[src/rtl/sng_multichannel.sv]
// Multi-channel stochastic number generator: one shared Fibonacci LFSR feeds
// CHANNELS comparators that turn latched operands into unipolar bit streams.
module sng_multichannel #(
   parameter int                WIDTH    = 4,
   parameter int                CHANNELS = 3,
   parameter int                DECORR   = 1,
   parameter logic [WIDTH-1:0]  SEED_RST = WIDTH'(1)
) (
   input  logic                         clk,
   input  logic                         rst,
   input  logic                         start,
   input  logic [WIDTH-1:0]             seed,
   input  logic [WIDTH-1:0]             len,
   input  logic                         en,
   input  logic [CHANNELS*WIDTH-1:0]    X,
   output logic [WIDTH-1:0]             L,
   output logic [CHANNELS-1:0]          SBS,
   output logic                         valid,
   output logic                         busy,
   output logic                         done,
   output logic [CHANNELS*WIDTH-1:0]    ones
);

   // state  | meaning
   // IDLE   | waiting for start, LFSR holds
   // RUN    | emitting stream bits while en=1
   // DONE   | one-cycle done pulse, back to IDLE
   typedef enum logic [1:0] {S_IDLE, S_RUN, S_DONE} state_t;

   localparam logic [15:0]      TAPS16 = (WIDTH == 4) ? 16'h000C :
                                         (WIDTH == 8) ? 16'h00B8 : 16'hD008;
   localparam logic [WIDTH-1:0] TAPS   = TAPS16[WIDTH-1:0];

   state_t                       r_state;
   logic [WIDTH-1:0]             r_lfsr;
   logic [WIDTH-1:0]             r_len;
   logic [WIDTH-1:0]             r_cnt;
   logic [CHANNELS*WIDTH-1:0]    r_x;
   logic [CHANNELS*WIDTH-1:0]    r_ones;
   logic [CHANNELS-1:0]          r_sbs;
   logic                         r_valid;
   logic                         r_done;

   logic                         w_fb;
   logic [WIDTH-1:0]             w_lfsr_next;
   logic [WIDTH-1:0]             w_len_eff;
   logic [WIDTH-1:0]             w_seed_eff;
   logic [CHANNELS-1:0]          w_bit;

   assign w_fb        = ^(r_lfsr & TAPS);
   assign w_lfsr_next = {r_lfsr[WIDTH-2:0], w_fb};
   assign w_len_eff   = (len == '0) ? '1 : len;
   assign w_seed_eff  = (seed == '0) ? WIDTH'(1) : seed;

   // Rotating the reference per channel decorrelates streams while keeping
   // each channel's reference a permutation of the nonzero LFSR states.
   for (genvar k = 0; k < CHANNELS; k++) begin : g_ch
      localparam int ROT = (DECORR != 0) ? (k % WIDTH) : 0;
      logic [WIDTH-1:0] w_ref;
      if (ROT == 0) begin : g_norot
         assign w_ref = r_lfsr;
      end else begin : g_rot
         assign w_ref = {r_lfsr[WIDTH-1-ROT:0], r_lfsr[WIDTH-1 -: ROT]};
      end
      assign w_bit[k] = (r_x[k*WIDTH +: WIDTH] > w_ref);
   end

   always_ff @(posedge clk) begin
      if (rst) begin
         r_state <= S_IDLE;
         r_lfsr  <= SEED_RST;
         r_len   <= '0;
         r_cnt   <= '0;
         r_x     <= '0;
         r_ones  <= '0;
         r_sbs   <= '0;
         r_valid <= 1'b0;
         r_done  <= 1'b0;
      end else begin
         case (r_state)
            S_IDLE: begin
               r_valid <= 1'b0;
               r_done  <= 1'b0;
               if (start) begin
                  r_x     <= X;
                  r_len   <= w_len_eff;
                  r_lfsr  <= w_seed_eff;
                  r_ones  <= '0;
                  r_cnt   <= '0;
                  r_state <= S_RUN;
               end
            end
            S_RUN: begin
               r_done <= 1'b0;
               if (en) begin
                  r_sbs   <= w_bit;
                  r_valid <= 1'b1;
                  for (int k = 0; k < CHANNELS; k++) begin
                     r_ones[k*WIDTH +: WIDTH] <= r_ones[k*WIDTH +: WIDTH] + WIDTH'(w_bit[k]);
                  end
                  r_lfsr <= w_lfsr_next;
                  r_cnt  <= r_cnt + WIDTH'(1);
                  if (r_cnt == r_len - WIDTH'(1)) begin
                     r_state <= S_DONE;
                  end
               end else begin
                  r_valid <= 1'b0;
               end
            end
            S_DONE: begin
               r_valid <= 1'b0;
               r_done  <= 1'b1;
               r_state <= S_IDLE;
            end
            default: r_state <= S_IDLE;
         endcase
      end
   end

   assign L     = r_lfsr;
   assign SBS   = r_sbs;
   assign valid = r_valid;
   assign done  = r_done;
   assign busy  = (r_state != S_IDLE);
   assign ones  = r_ones;

endmodule

[config.mk]
export PLATFORM = sky130hd
export DESIGN_NAME = sng_multichannel
export DESIGN_NICKNAME = d
export VERILOG_FILES = /design/src/rtl/sng_multichannel.sv
export SDC_FILE = /design/constraint.sdc
export NUM_CORES = 1
export LEC_CHECK = 0
export ABC_CLOCK_PERIOD_IN_PS = 2500
export CAP_MARGIN = 40
export CORE_UTILIZATION = 50
export CTS_CLUSTER_DIAMETER = 80
export DETAILED_ROUTE_END_ITERATION = 10
export PLACE_DENSITY = 0.81
export RECOVER_POWER = 100
export SLEW_MARGIN = 20
export SYNTH_ARGS = -nofsm -noshare
export SYNTH_HDL_FRONTEND = slang
export SYNTH_SLANG_ARGS = --single-unit
[constraint.sdc]
create_clock -name clk -period 2.5 [get_ports clk]
set_clock_uncertainty 0.2 [all_clocks]
set_input_delay 0.5 -clock clk [delete_from_list [all_inputs] [get_ports clk]]
set_output_delay 0.5 -clock clk [all_outputs]
set_load 0.01 [all_outputs]
Yosys cells after proc, flatten, opt, wreduce, memory -nomap -nowiden
Cells that the tools add are included.
{ "classes": {"addsub": 5, "n_lt_le_gt_ge": 3, "eq_ne": 6, "muxes": 18, "n_reduce_logical": 14} }
{ "op_table": {"columns": ["cell", "n"], "rows": [
  ["$mux 12", 2],
  ["$mux 4", 6],
  ["$pmux 12 s2", 1],
  ["$pmux 4 s2", 2],
  ["$add 4x1->4", 3],
  ["$gt 4x4->1", 3],
  ["$logic_not 4->1", 2],
  ["$reduce_bool 2->1", 4],
  ["$mux 2", 3],
  ["$ne 2x2->1 const B", 3],
  ["$reduce_and 3->1", 2],
  ["$add 4x1->4 const B", 1],
  ["$eq 4x4->1", 1],
  ["$pmux 1 s2", 2],
  ["$pmux 2 s2", 1],
  ["$reduce_and 2->1", 2],
  ["$reduce_or 2->1", 2],
  ["$reduce_xor 4->1", 1],
  ["$sub 4x1->4 const B", 1],
  ["$eq 2x1->1 const B", 1],
  ["$eq 2x2->1 const B", 1],
  ["$logic_not 2->1", 1],
  ["$mux 1", 1]
]} }
{ "totals": {"regBits": 43, "in_bits": 24, "output_inout_bits": 22} }

Depth between registers and ports, before layout
Gate-level depths: netlist (run 1).
{ "depth": {"ltp_word": 5, "ltp_mapped": 10, "depth_no_buf": 10} }

Worst setup path after synthesis (run 1)
OpenSTA, ideal clock, no wires.
{ "synth_timing": {"path_type": "reg-to-reg", "startpoint": "reg r_lfsr[2], in the netlist L[2]", "endpoint": "reg r_ones[6], in the netlist ones[6]", "t_arrival_ns": 1.876, "required_ns": 2.173, "path_slack_ns": 0.297, "stages_incl_launch_ff": 10, "n_path_buf": 0, "synth_period_minus_slack_ns": 2.203, "cell_sequence": "dfxtp_1 inv_1 ha_1 and4_1 a21oi_1 ha_1 ha_1 nor3b_1 xnor2_1 nor2_1"} }
{ "synth_between": {"elab_chain_cells": 4} }
{ "synth_lines": {"columns": ["item", "line_no", "text"], "rows": [
  ["start, declared", "35", "logic [WIDTH-1:0] r_lfsr;"],
  ["start signal, assigned", "87", "r_lfsr <= w_seed_eff;"],
  ["start signal, assigned", "101", "r_lfsr <= w_lfsr_next;"],
  ["$gt 4x4->1", "65", "assign w_bit[k] = (r_x[k*WIDTH +: WIDTH] > w_ref);"],
  ["net w_bit[1]", "48", "logic [CHANNELS-1:0] w_bit;"],
  ["$add 4x1->4", "99", "r_ones[k*WIDTH +: WIDTH] <= r_ones[k*WIDTH +: WIDTH] + WIDTH'(w_bit[k]);"],
  ["$mux 12", "95", "if (en) begin"],
  ["$pmux 12 s2", "80", "case (r_state)"],
  ["end signal, assigned by index", "99", null],
  ["end, declared", "39", "logic [CHANNELS*WIDTH-1:0] r_ones;"]
]} }
The timed path passes the listed nets, and every way through them passes these cells. The select of a mux whose other input is x is not followed.
A chain may end at the register's enable or synchronous reset.

==> Implementation_results.wiki, run 1 <==
{| class="wikitable"
! Metric !! Value
|-
| Total routed wirelength || ~4.8 mm
|-
| Placer Congestion || slightly below 0.8
|-
| Number of H-tree levels || 2
|-
| Crit path launch type || input port
|-
| Final slew viol count || 0
|-
| Fraction of power consumed by combinational cells || about 22%
|-
| Worst path arrival time || between 2000 and 2500 ps
|-
| Overall routing resource usage || about a quarter
|-
| Antenna Violating Nets Remaining || 0
|-
| Share of the core filled with cells || between 60% and 70%
|-
| Register bit total from synthesis || 43
|-
| Switching portion of total power || between 20% and 30%
|-
| Cell accounting for the most synthesized area || dfxtp_1
|-
| Worst path most repeated cell || o21ai_0
|-
| Clock slew seen by the registers of the worst setup and hold paths || about 80 ps
|-
| Setup Total Neg Slack || 0 ps
|-
| Reg2reg path depth || 10
|-
| Latest clock arrival within the worst-skew pair || roughly 310 ps
|-
| Netlist Area Pre-Place || 2108 µm²
|-
| Total I/O pin count || 46
|-
| Number of buffers added to fix hold violations after cts || 0
|-
| Number of design-rule violations left by the first detailed-router iteration || 91
|-
| Cell count after synthesis || 226
|-
| Overflow after GRT || 0
|-
| Required time of the critical path || around 2500 ps
|-
| Fraction of power consumed by sequential logic || ~49%
|-
| Fraction of layout cells with a size suffix above 1 || ~7.5%
|-
| Worst hold margin || 260.3 ps
|-
| Multi-input gate area in the final layout || about 1100 µm²
|-
| Most area-consuming cells after synthesis || dfxtp_1, ha_1, a22o_1
|-
| Register cell area after layout || 860.8 µm²
|-
| Highest Clock Rate || around 430 MHz
|-
| Hold WC Path Type || register to register
|-
| P_sw || 0.4527 mW
|-
| Antenna violations before repair || 0
|-
| Design internal power || approximately 1.1 mW
|-
| P_leak || about 1.2 nW
|-
| Final cycle utilization of the critical path || 92.56%
|-
| Max-cap violation count || 0
|-
| Post-synthesis to final-layout area growth || 29.61%
|-
| Final number of setup-violating endpoints || 0
|-
| Crit path kind || input port to register
|-
| Die area || between 4000 and 5000 µm²
|-
| Number of sinks on the clock net || 43
|-
| Unrepaired setup endpoints after global routing || no
|-
| Number of vias per cell after detailed routing || roughly 5.4
|-
| Number of endpoints with negative hold slack in the final report || 0
|-
| Relative slew slack || 50.87%
|-
| Slowest stage cell on the critical path || dlygate4sd3_1
|-
| Most common library cell in the layout ignoring fill and taps || dfxtp_1
|-
| Portion of total power attributed to the clock network || 29.2%
|-
| Routed len/inst || roughly 14 µm
|-
| Transition time at the pin with the least slew margin || around 740 ps
|-
| Syn Nets || between 200 and 300
|-
| CTS tree || yes
|-
| Launch point of the critical path || rst
|-
| Post-cts sizing count || 0
|-
| Post-detail-place hpwl || 3.595 mm
|-
| Final Cell Area || ~2700 µm²
|-
| Inserted Diodes || 0
|-
| Placed Instance Area || around 2700 µm²
|-
| Count of warnings emitted by yosys || 0
|-
| Top-area cell type share of the netlist area || approximately two fifths
|-
| Number of port buffers || 45
|-
| Leading cell types in the layout, fill and taps excluded || dfxtp_1, dlygate4sd3_1, clkdlybuf4s50_1
|-
| DRC violations left || 0
|-
| Number of nets at the end of the flow || roughly 320
|-
| Share of flip-flops with an asynchronous set or reset || 0%
|-
| TritonCTS Buffers || 5
|-
| Max rail drop VDD || 0.4038 mV
|-
| Outcome || completed
|-
| Startpoint of the worst hold path || r_len[3]
|-
| Buffers inserted by post-CTS timing repair || 0
|-
| Cell Pwr Density || around 560 nW/µm²
|-
| Largest incremental delay on the critical path || 700 ps
|-
| Reg-to-reg critical path startpoint || L[1]
|-
| Netlist cell types || 34
|-
| Number of flops mapped to enable cells by yosys || 0
|-
| Fill cells || roughly 340
|-
| Maximum buffer depth of the clock tree || 2
|-
| Vias in the first global route || between 1,500 and 2,000
|-
| Main flop type after synthesis || dfxtp_1
|-
| Cell Rows || 23
|-
| Proportion of synthesized chip area in sequential cells || around 41%
|-
| Initial DRT Pass Iterations || 4
|-
| Effective utilization at floorplan || 52.33%
|-
| Die outline width || between 60 and 70 µm
|-
| Die span in y || approximately 67 µm
|-
| Worst Hold Depth || 2
|-
| Cells along the critical path || dlygate4sd3_1 > nor4b_4 > clkbuf_1 > o21ai_0 > o21ai_0
|-
| Endpoint class of the critical path || register
|-
| First-pass GRT wire length || 7.562 mm
|-
| Peak fanout along the critical path || 17
|-
| Core region area || between 4000 and 5000 µm²
|-
| Root buffer selected by CTS || clkbuf_8
|-
| Min Clock Period, post-route || about 2300 ps
|-
| Maximum number of pins on one net before global-route repair || 19
|-
| Post-Syn Area per Cell || around 9.3 µm²
|-
| Total via count in the routed design || 1,799
|}
-- worst max-delay path, delay by kind of cell --
| kind | cells | cell delay [ps] |
|---|---|---|
| AO/OA/AOI/OAI | 2 | 300 |
| buffers and inverters | 2 | 1290 |
| AND/OR/NAND/NOR | 1 | 250 |
-- synthesized netlist by cell type (all sizes together), types with 3 or more instances --
cell type  instances
dfxtp             43
ha                20
nand2             20
nor2              17
a21oi             15
a22o              12
nand3             11
xnor2             11
inv               10
o21ai             10
buf                8
nor2b              8
nor3               7
nor3b              6
a311oi             3
and4               3
clkbuf             3
o211ai             3
-- area by class of cell --
cell class,instances,share of cell area [%]
timing repair buffer,58,19.64
clock buffer,5,2.518
clock inverter,3,0.7326
multi-input combinational,162,41.94
tap,50,2.289
inverter,10,1.374
sequential,43,31.50
-- layer usage --
metal / GRT usage (%) / vias up / share of wire, %
li1: - / 905 / -
met1: 28.48 / 841 / 46
met2: 37.63 / 43 / 47
met3: 6.678 / 10 / 4.0
met4: 10.11 / 0 / 2.3
met5: 0 / - / 0
-- flip-flops by register name, summed over array words and instances, names as in the netlist --
| signal | cells |
|---|---|
| L | 4 |
| SBS | 3 |
| done | 1 |
| ones | 12 |
| r_cnt | 4 |
| r_len | 4 |
| r_state | 2 |
| r_x | 12 |
| valid | 1 |
-- path summary, 6_finish.rpt --
kind              end  slack (ps)
min          r_len[3]         260
max          r_len[0]         190
max reg2reg   ones[2]         210
min reg2reg  r_len[3]         260
-- cell families (layout without fill, tap and decap cells) --
logic type,after synthesis,after routing,share of synthesized area (%)
AND/OR/NAND/NOR,80,80,19.88
adder cells (fa/ha/maj),20,20,11.87
XOR/XNOR,14,14,6.469
AO/OA/AOI/OAI,46,46,14.60
flip-flops,43,43,40.83
multiplexers,2,2,1.543
buffers and inverters,21,76,4.807
-- stage by stage --
step	total power, mW	setup slack [ps]	cells
floorplan	0.9612	297.3	226
global placement	1.095	264.0	323
detailed placement	1.108	204.0	323
CTS	1.549	223.6	331
global route	1.607	28.19	331
finish	1.533	186.1	331
-- power groups by stage --
stage               Clock [mW]  Sequential (mW)  Combinational (mW)
floorplan                    0            0.765               0.196
global placement             0            0.762               0.334
detailed placement           0            0.763               0.344
CTS                      0.454            0.748               0.348
global route             0.483            0.752               0.372
finish                   0.447            0.747               0.338
Note: power is estimated with default switching activity, not from simulation.
==> inputs of run 2 (changes only) <==
--- a/config.mk
+++ b/config.mk
@@ -7,10 +7,10 @@
 export LEC_CHECK = 0
 export ABC_CLOCK_PERIOD_IN_PS = 2500
 export CAP_MARGIN = 40
-export CORE_UTILIZATION = 50
+export CORE_UTILIZATION = 25
 export CTS_CLUSTER_DIAMETER = 80
 export DETAILED_ROUTE_END_ITERATION = 10
-export PLACE_DENSITY = 0.81
+export PLACE_DENSITY = 0.47
 export RECOVER_POWER = 100
 export SLEW_MARGIN = 20
 export SYNTH_ARGS = -nofsm -noshare
==> run 2 against run 1 <==
Net effect: sequential cell count unchanged; critical path type is now register to primary output; register-to-register slack about the same; via count decreased by 4.1%; critical path depth decreased by 2; die area increased by 97%; final cell count increased by 16%.
==> Implementation_results.wiki, run 2 (synthesized netlist as in run 1, its figures left out) <==
{| class="wikitable"
! Metric !! Value
|-
| Hold EP || r_len[3]
|-
| Most common library cell in the layout ignoring fill and taps || dfxtp_1
|-
| Required time of the critical path || between 1500 and 2000 ps
|-
| Number of H-tree levels || 2
|-
| Number of port buffers || between 40 and 50
|-
| Total routed wirelength || 5.390 mm
|-
| TritonCTS Buffers || 5
|-
| Min Clock Period, post-route || between 2000 and 2500 ps
|-
| Setup slack on the worst flop-to-flop path || approximately 200 ps
|-
| Endpoint class of the critical path || primary output
|-
| Antenna violations before repair || 0
|-
| Worst hold margin || roughly 260 ps
|-
| Reg2reg path depth || 9
|-
| Minimum setup slack after placement || around 31 ps
|-
| Final Cell Area || roughly 2800 µm²
|-
| Met2 demand-to-capacity share in global routing || roughly a fifth
|-
| Placed Cells incl. Taps || between 300 and 400
|-
| Highest Clock Rate || ~430 MHz
|-
| Vias in the first global route || between 1,500 and 2,000
|-
| Hold WC Path Type || register to register
|-
| Share of the core filled with cells || between 30% and 40%
|-
| Final slew viol count || 0
|-
| Inserted Diodes || 0
|-
| Maximum buffer depth of the clock tree || 2
|-
| CTS tree || yes
|-
| First-pass GRT wire length || 8.673 mm
|-
| Die outline width || 93.83 µm
|-
| Core region area || a little over 8000 µm²
|-
| Clock slew seen by the registers of the worst setup and hold paths || 70 ps
|-
| Post-cts sizing count || 0
|-
| Peak fanout along the critical path || 8
|-
| Capturing point of the worst reg2reg path || ones[10]
|-
| Peak-usage layer in the global routing report || met2
|-
| Cell Pwr Density || roughly 550 nW/µm²
|-
| Met1 Usage GRT || 17.05%
|-
| Crit path launch type || register
|-
| Overflow after GRT || 0
|-
| Fraction of met3 tracks used by global routing || between 2 and 3%
|-
| Setup Total Neg Slack || 0 ps
|-
| Overall routing resource usage || between 10% and 20%
|-
| Number of design-rule violations left by the first detailed-router iteration || 75
|-
| Total via count in the routed design || between 1,500 and 2,000
|-
| Number of sinks on the clock net || 43
|-
| P_leak || 1.148 nW
|-
| Outcome || completed
|-
| Final number of setup-violating endpoints || 0
|-
| Max-cap violation count || 0
|-
| Total power after layout || around 1.5 mW
|-
| Placer Congestion || 0.7439
|-
| Unrepaired setup endpoints after global routing || no
|-
| Relative slew slack || 42.31%
|-
| Cell Rows || 33
|-
| Post-synthesis to final-layout area growth || 32.11%
|-
| Initial DRT Pass Iterations || 4
|-
| Die area || roughly 9000 µm²
|-
| Number of buffers added to fix hold violations after cts || 0
|-
| Number of endpoints with negative hold slack in the final report || 0
|-
| Placed Instance Area || ~2700 µm²
|-
| Final worst slack || 166.1 ps
|-
| Number of nets at the end of the flow || between 300 and 400
|-
| Transition time at the pin with the least slew margin || a little under 900 ps
|-
| Reg-to-reg critical path startpoint || L[0]
|-
| Root buffer selected by CTS || clkbuf_8
|-
| Number of vias per cell after detailed routing || approximately 4.5
|-
| Total I/O pin count || 46
|-
| Maximum number of pins on one net before global-route repair || 20
|-
| Post-detail-place hpwl || between 4 and 5 mm
|-
| Final cycle utilization of the critical path || slightly above 90%
|-
| Crit path kind || register to primary output
|-
| Effective utilization at floorplan || roughly a quarter
|-
| Leading cell types in the layout, fill and taps excluded || dfxtp_1, clkdlybuf4s50_1, dlygate4sd3_1
|-
| Latest clock arrival within the worst-skew pair || about 290 ps
|-
| Routed len/inst || approximately 14 µm
|-
| Worst Hold Depth || 2
|-
| Die span in y || 93.83 µm
|-
| Startpoint of the worst hold path || r_len[3]
|-
| Fraction of layout cells with a size suffix above 1 || 7.168%
|-
| DRC violations left || 0
|-
| Post-layout instance count excluding filler cells || around 380
|-
| Antenna Violating Nets Remaining || 0
|-
| Worst path arrival time || between 1500 and 2000 ps
|-
| Max rail drop VDD || 0.2034 mV
|-
| Buffers inserted by post-CTS timing repair || 0
|}
run 2: cell count changes in the layout (fill, tap and decap cells not counted), sizes merged:
cell           delta
clkdlybuf4s50     +2
buf               -3
clkbuf            +3
clkinvlp          -2
dlygate4sd3       -2
run 2: report_power, final:
part           total (mW)  switching, mW  leakage [nW]  internal (mW)
Clock               0.434          0.238        0.0422          0.197
Sequential          0.750         0.0291         0.351          0.721
Combinational       0.336          0.173         0.755          0.162
run 2: how the worst max path moves through the flow:
stage / from / to / cells past startpoint
2_1_floorplan: L[2] / ones[6] / 9
3_3_place_gp: start / L[1] / 6
3_5_place_dp: start / L[1] / 6
4_1_cts: L[0] / ones[10] / 9
5_1_grt: L[0] / ones[6] / 10
6_report: r_state[0] / busy / 3
run 2: metal layers:
| layer | share of wire (%) | up-vias |
|---|---|---|
| met4 | 1.4 | 0 |
| met5 | 0 | - |
| met3 | 3.4 | 5 |
| met2 | 46 | 30 |
| met1 | 49 | 787 |
| li1 | - | 903 |
run 2: cell type report:
class	instances	area, µm²
fill	865	5390
multi-input combinational	162	1154
sequential	43	860.8
timing repair buffer	56	520.5
tap	105	131.4
clock buffer	7	76.32
inverter	10	37.54
clock inverter	1	5.005
run 2: critical path: stages (launching register included):
cell and delay [ps]:
dfxtp_1 570, nor2_1 140, inv_1 100, clkdlybuf4s50_1 540
==> inputs of run 3 (changes only) <==
--- a/config.mk
+++ b/config.mk
@@ -8,10 +8,12 @@
 export ABC_CLOCK_PERIOD_IN_PS = 2500
 export CAP_MARGIN = 40
 export CORE_UTILIZATION = 25
+export CTS_BUF_LIST = sky130_fd_sc_hd__clkbuf_4 sky130_fd_sc_hd__clkbuf_8
 export CTS_CLUSTER_DIAMETER = 80
 export DETAILED_ROUTE_END_ITERATION = 10
 export PLACE_DENSITY = 0.47
 export RECOVER_POWER = 100
+export SETUP_SLACK_MARGIN = 0.02
 export SLEW_MARGIN = 20
 export SYNTH_ARGS = -nofsm -noshare
 export SYNTH_HDL_FRONTEND = slang
==> run 3 against run 2 <==
Net effect: global-route usage did not move; clock-buffer cell count unchanged; sequential share of layout area decreased by 0.097 points; sequential power hardly changed; critical path depth grew 1; worst hold slack unchanged; wire length shrank 0.22%; die area unchanged; critical path type is now input port to register; largest cell class unchanged; largest power group unchanged.
==> Implementation_results.wiki, run 3 (synthesized netlist as in run 1, its figures left out) <==
{| class="wikitable"
! Metric !! Value
|-
| Design internal power || between 1 and 1.5 mW
|-
| Effective utilization at floorplan || between 20% and 30%
|-
| Antenna violations before repair || 0
|-
| Vias in the first global route || between 1,500 and 2,000
|-
| Endpoint class of the critical path || register
|-
| Inserted Diodes || 0
|-
| Antenna Violating Nets Remaining || 0
|-
| Total power after layout || 1.540 mW
|-
| Post-detail-place hpwl || 4.004 mm
|-
| Fraction of power consumed by sequential logic || between 40% and 50%
|-
| Transition time at the pin with the least slew margin || 873.4 ps
|-
| DRC violations left || 0
|-
| Cell Rows || 33
|-
| Total routed wirelength || approximately 5.4 mm
|-
| Setup slack on the worst flop-to-flop path || about 200 ps
|-
| Clock slew seen by the registers of the worst setup and hold paths || ~90 ps
|-
| Maximum buffer depth of the clock tree || 2
|-
| Number of vias per cell after detailed routing || roughly 4.5
|-
| Overall routing resource usage || a little over an eighth
|-
| Number of buffers and inverters on the critical path || 2
|-
| Root buffer selected by CTS || clkbuf_8
|-
| Switching portion of total power || between 20% and 30%
|-
| Peak fanout along the critical path || 19
|-
| Routed len/inst || 14.01 µm
|-
| Number of endpoints with negative hold slack in the final report || 0
|-
| Hold WC Path Type || register to register
|-
| Min Clock Period, post-route || approximately 2300 ps
|-
| Fraction of power consumed by combinational cells || between 20% and 30%
|-
| Max-cap violation count || 0
|-
| Buffers inserted by post-CTS timing repair || 0
|-
| Relative slew slack || 41.77%
|-
| Overflow after GRT || 0
|-
| Crit path launch type || input port
|-
| Placer Congestion || about 0.74
|-
| Worst hold margin || 261.5 ps
|-
| Worst path arrival time || approximately 2300 ps
|-
| Crit path kind || input port to register
|-
| Highest Clock Rate || 428.5 MHz
|-
| Number of buffers added to fix hold violations after cts || 0
|-
| Number of H-tree levels || 2
|-
| Latest clock arrival within the worst-skew pair || about 290 ps
|-
| Final number of setup-violating endpoints || 0
|-
| Cell Pwr Density || about 550 nW/µm²
|-
| Post-synthesis to final-layout area growth || 32.52%
|-
| Leading cell types in the layout, fill and taps excluded || dfxtp_1, clkdlybuf4s50_1, dlygate4sd3_1
|-
| Number of sinks on the clock net || 43
|-
| Portion of total power attributed to the clock network || between 20 and 30%
|-
| TritonCTS Buffers || 5
|-
| Cell type group with the largest total delay on the critical path || buffers and inverters
|-
| Fraction of layout cells with a size suffix above 1 || 7.885%
|-
| Total via count in the routed design || 1,728
|-
| Setup Total Neg Slack || 0 ps
|-
| First-pass GRT wire length || around 8.7 mm
|-
| Initial DRT Pass Iterations || 4
|-
| Outcome || completed
|-
| Max rail drop VDD || slightly above 0.2 mV
|-
| Maximum number of pins on one net before global-route repair || 20
|-
| Cells along the critical path || clkdlybuf4s50_1 > clkbuf_1 > nor2_1 > a22o_1
|-
| Die area || about 9000 µm²
|-
| Number of port buffers || 45
|-
| Die outline width || around 94 µm
|-
| Most common library cell in the layout ignoring fill and taps || dfxtp_1
|-
| Number of nets at the end of the flow || ~320
|-
| Slowest stage cell on the critical path || clkbuf_1
|-
| Largest incremental delay on the critical path || around 700 ps
|-
| Unrepaired setup endpoints after global routing || yes
|-
| Die span in y || around 94 µm
|-
| Total I/O pin count || 46
|-
| Final slew viol count || 0
|-
| P_sw || 0.4393 mW
|-
| Number of design-rule violations left by the first detailed-router iteration || 72
|-
| CTS tree || yes
|-
| Required time of the critical path || 2490 ps
|-
| P_leak || 1.157 nW
|-
| Core region area || about 8200 µm²
|-
| Final cycle utilization of the critical path || 93.36%
|}
run 3: what timing repair did:
action	in CTS	in global routing
hold endpoints to repair	0	0
gates resized for setup	0	3
setup endpoints to repair	0	3
run 3: worst min-delay path, stage by stage, from the launching register on:
cell and delay [ps]:
dfxtp_1 330, nand2_1 60, nand2_1 40
run 3: final cells by class:
class | count | area, µm²
clock inverter | 1 | 5.005
timing repair buffer | 56 | 520.5
sequential | 43 | 860.8
multi-input combinational | 162 | 1155
inverter | 10 | 37.54
fill | 868 | 5381
clock buffer | 7 | 83.83
tap | 105 | 131.4
run 3: path summary, 6_finish.rpt:
| check | to | start | cells past startpoint |
|---|---|---|---|
| worst max-delay path | SBS[2] | rst | 4 |
| worst min-delay path | r_len[3] | r_len[3] | 2 |
| worst max register to register | ones[10] | L[0] | 9 |
| worst min register to register | r_len[3] | r_len[3] | 2 |
run 3: per-layer routing:
layer	track usage (%)	share of wire, %
met1	17.05	49
met2	21.17	46
met3	2.913	3.1
met4	4.231	1.5
met5	0	0
run 3: through the flow:
| step | cell area, µm² | util, % | std cells | worst slack [ps] |
|---|---|---|---|---|
| final | 2794 | 34.18 | 384 | 166.0 |
| after global routing | 2794 | 34.18 | 384 | 14.24 |
| after CTS | 2798 | 34.22 | 384 | 33.12 |
| after detailed placement | 2709 | 33.13 | 376 | 30.95 |
| after global placement | 2709 | 33.13 | 376 | 15.14 |
| after floorplan | 2108 | - | 226 | 297.3 |
run 3: power groups by stage:
stage	registers (mW)	clock network [mW]	logic (mW)
after floorplan	0.765	0	0.196
final	0.750	0.456	0.333
after global routing	0.756	0.499	0.377
after CTS	0.751	0.471	0.346
after detailed placement	0.767	0	0.345
after global placement	0.766	0	0.341
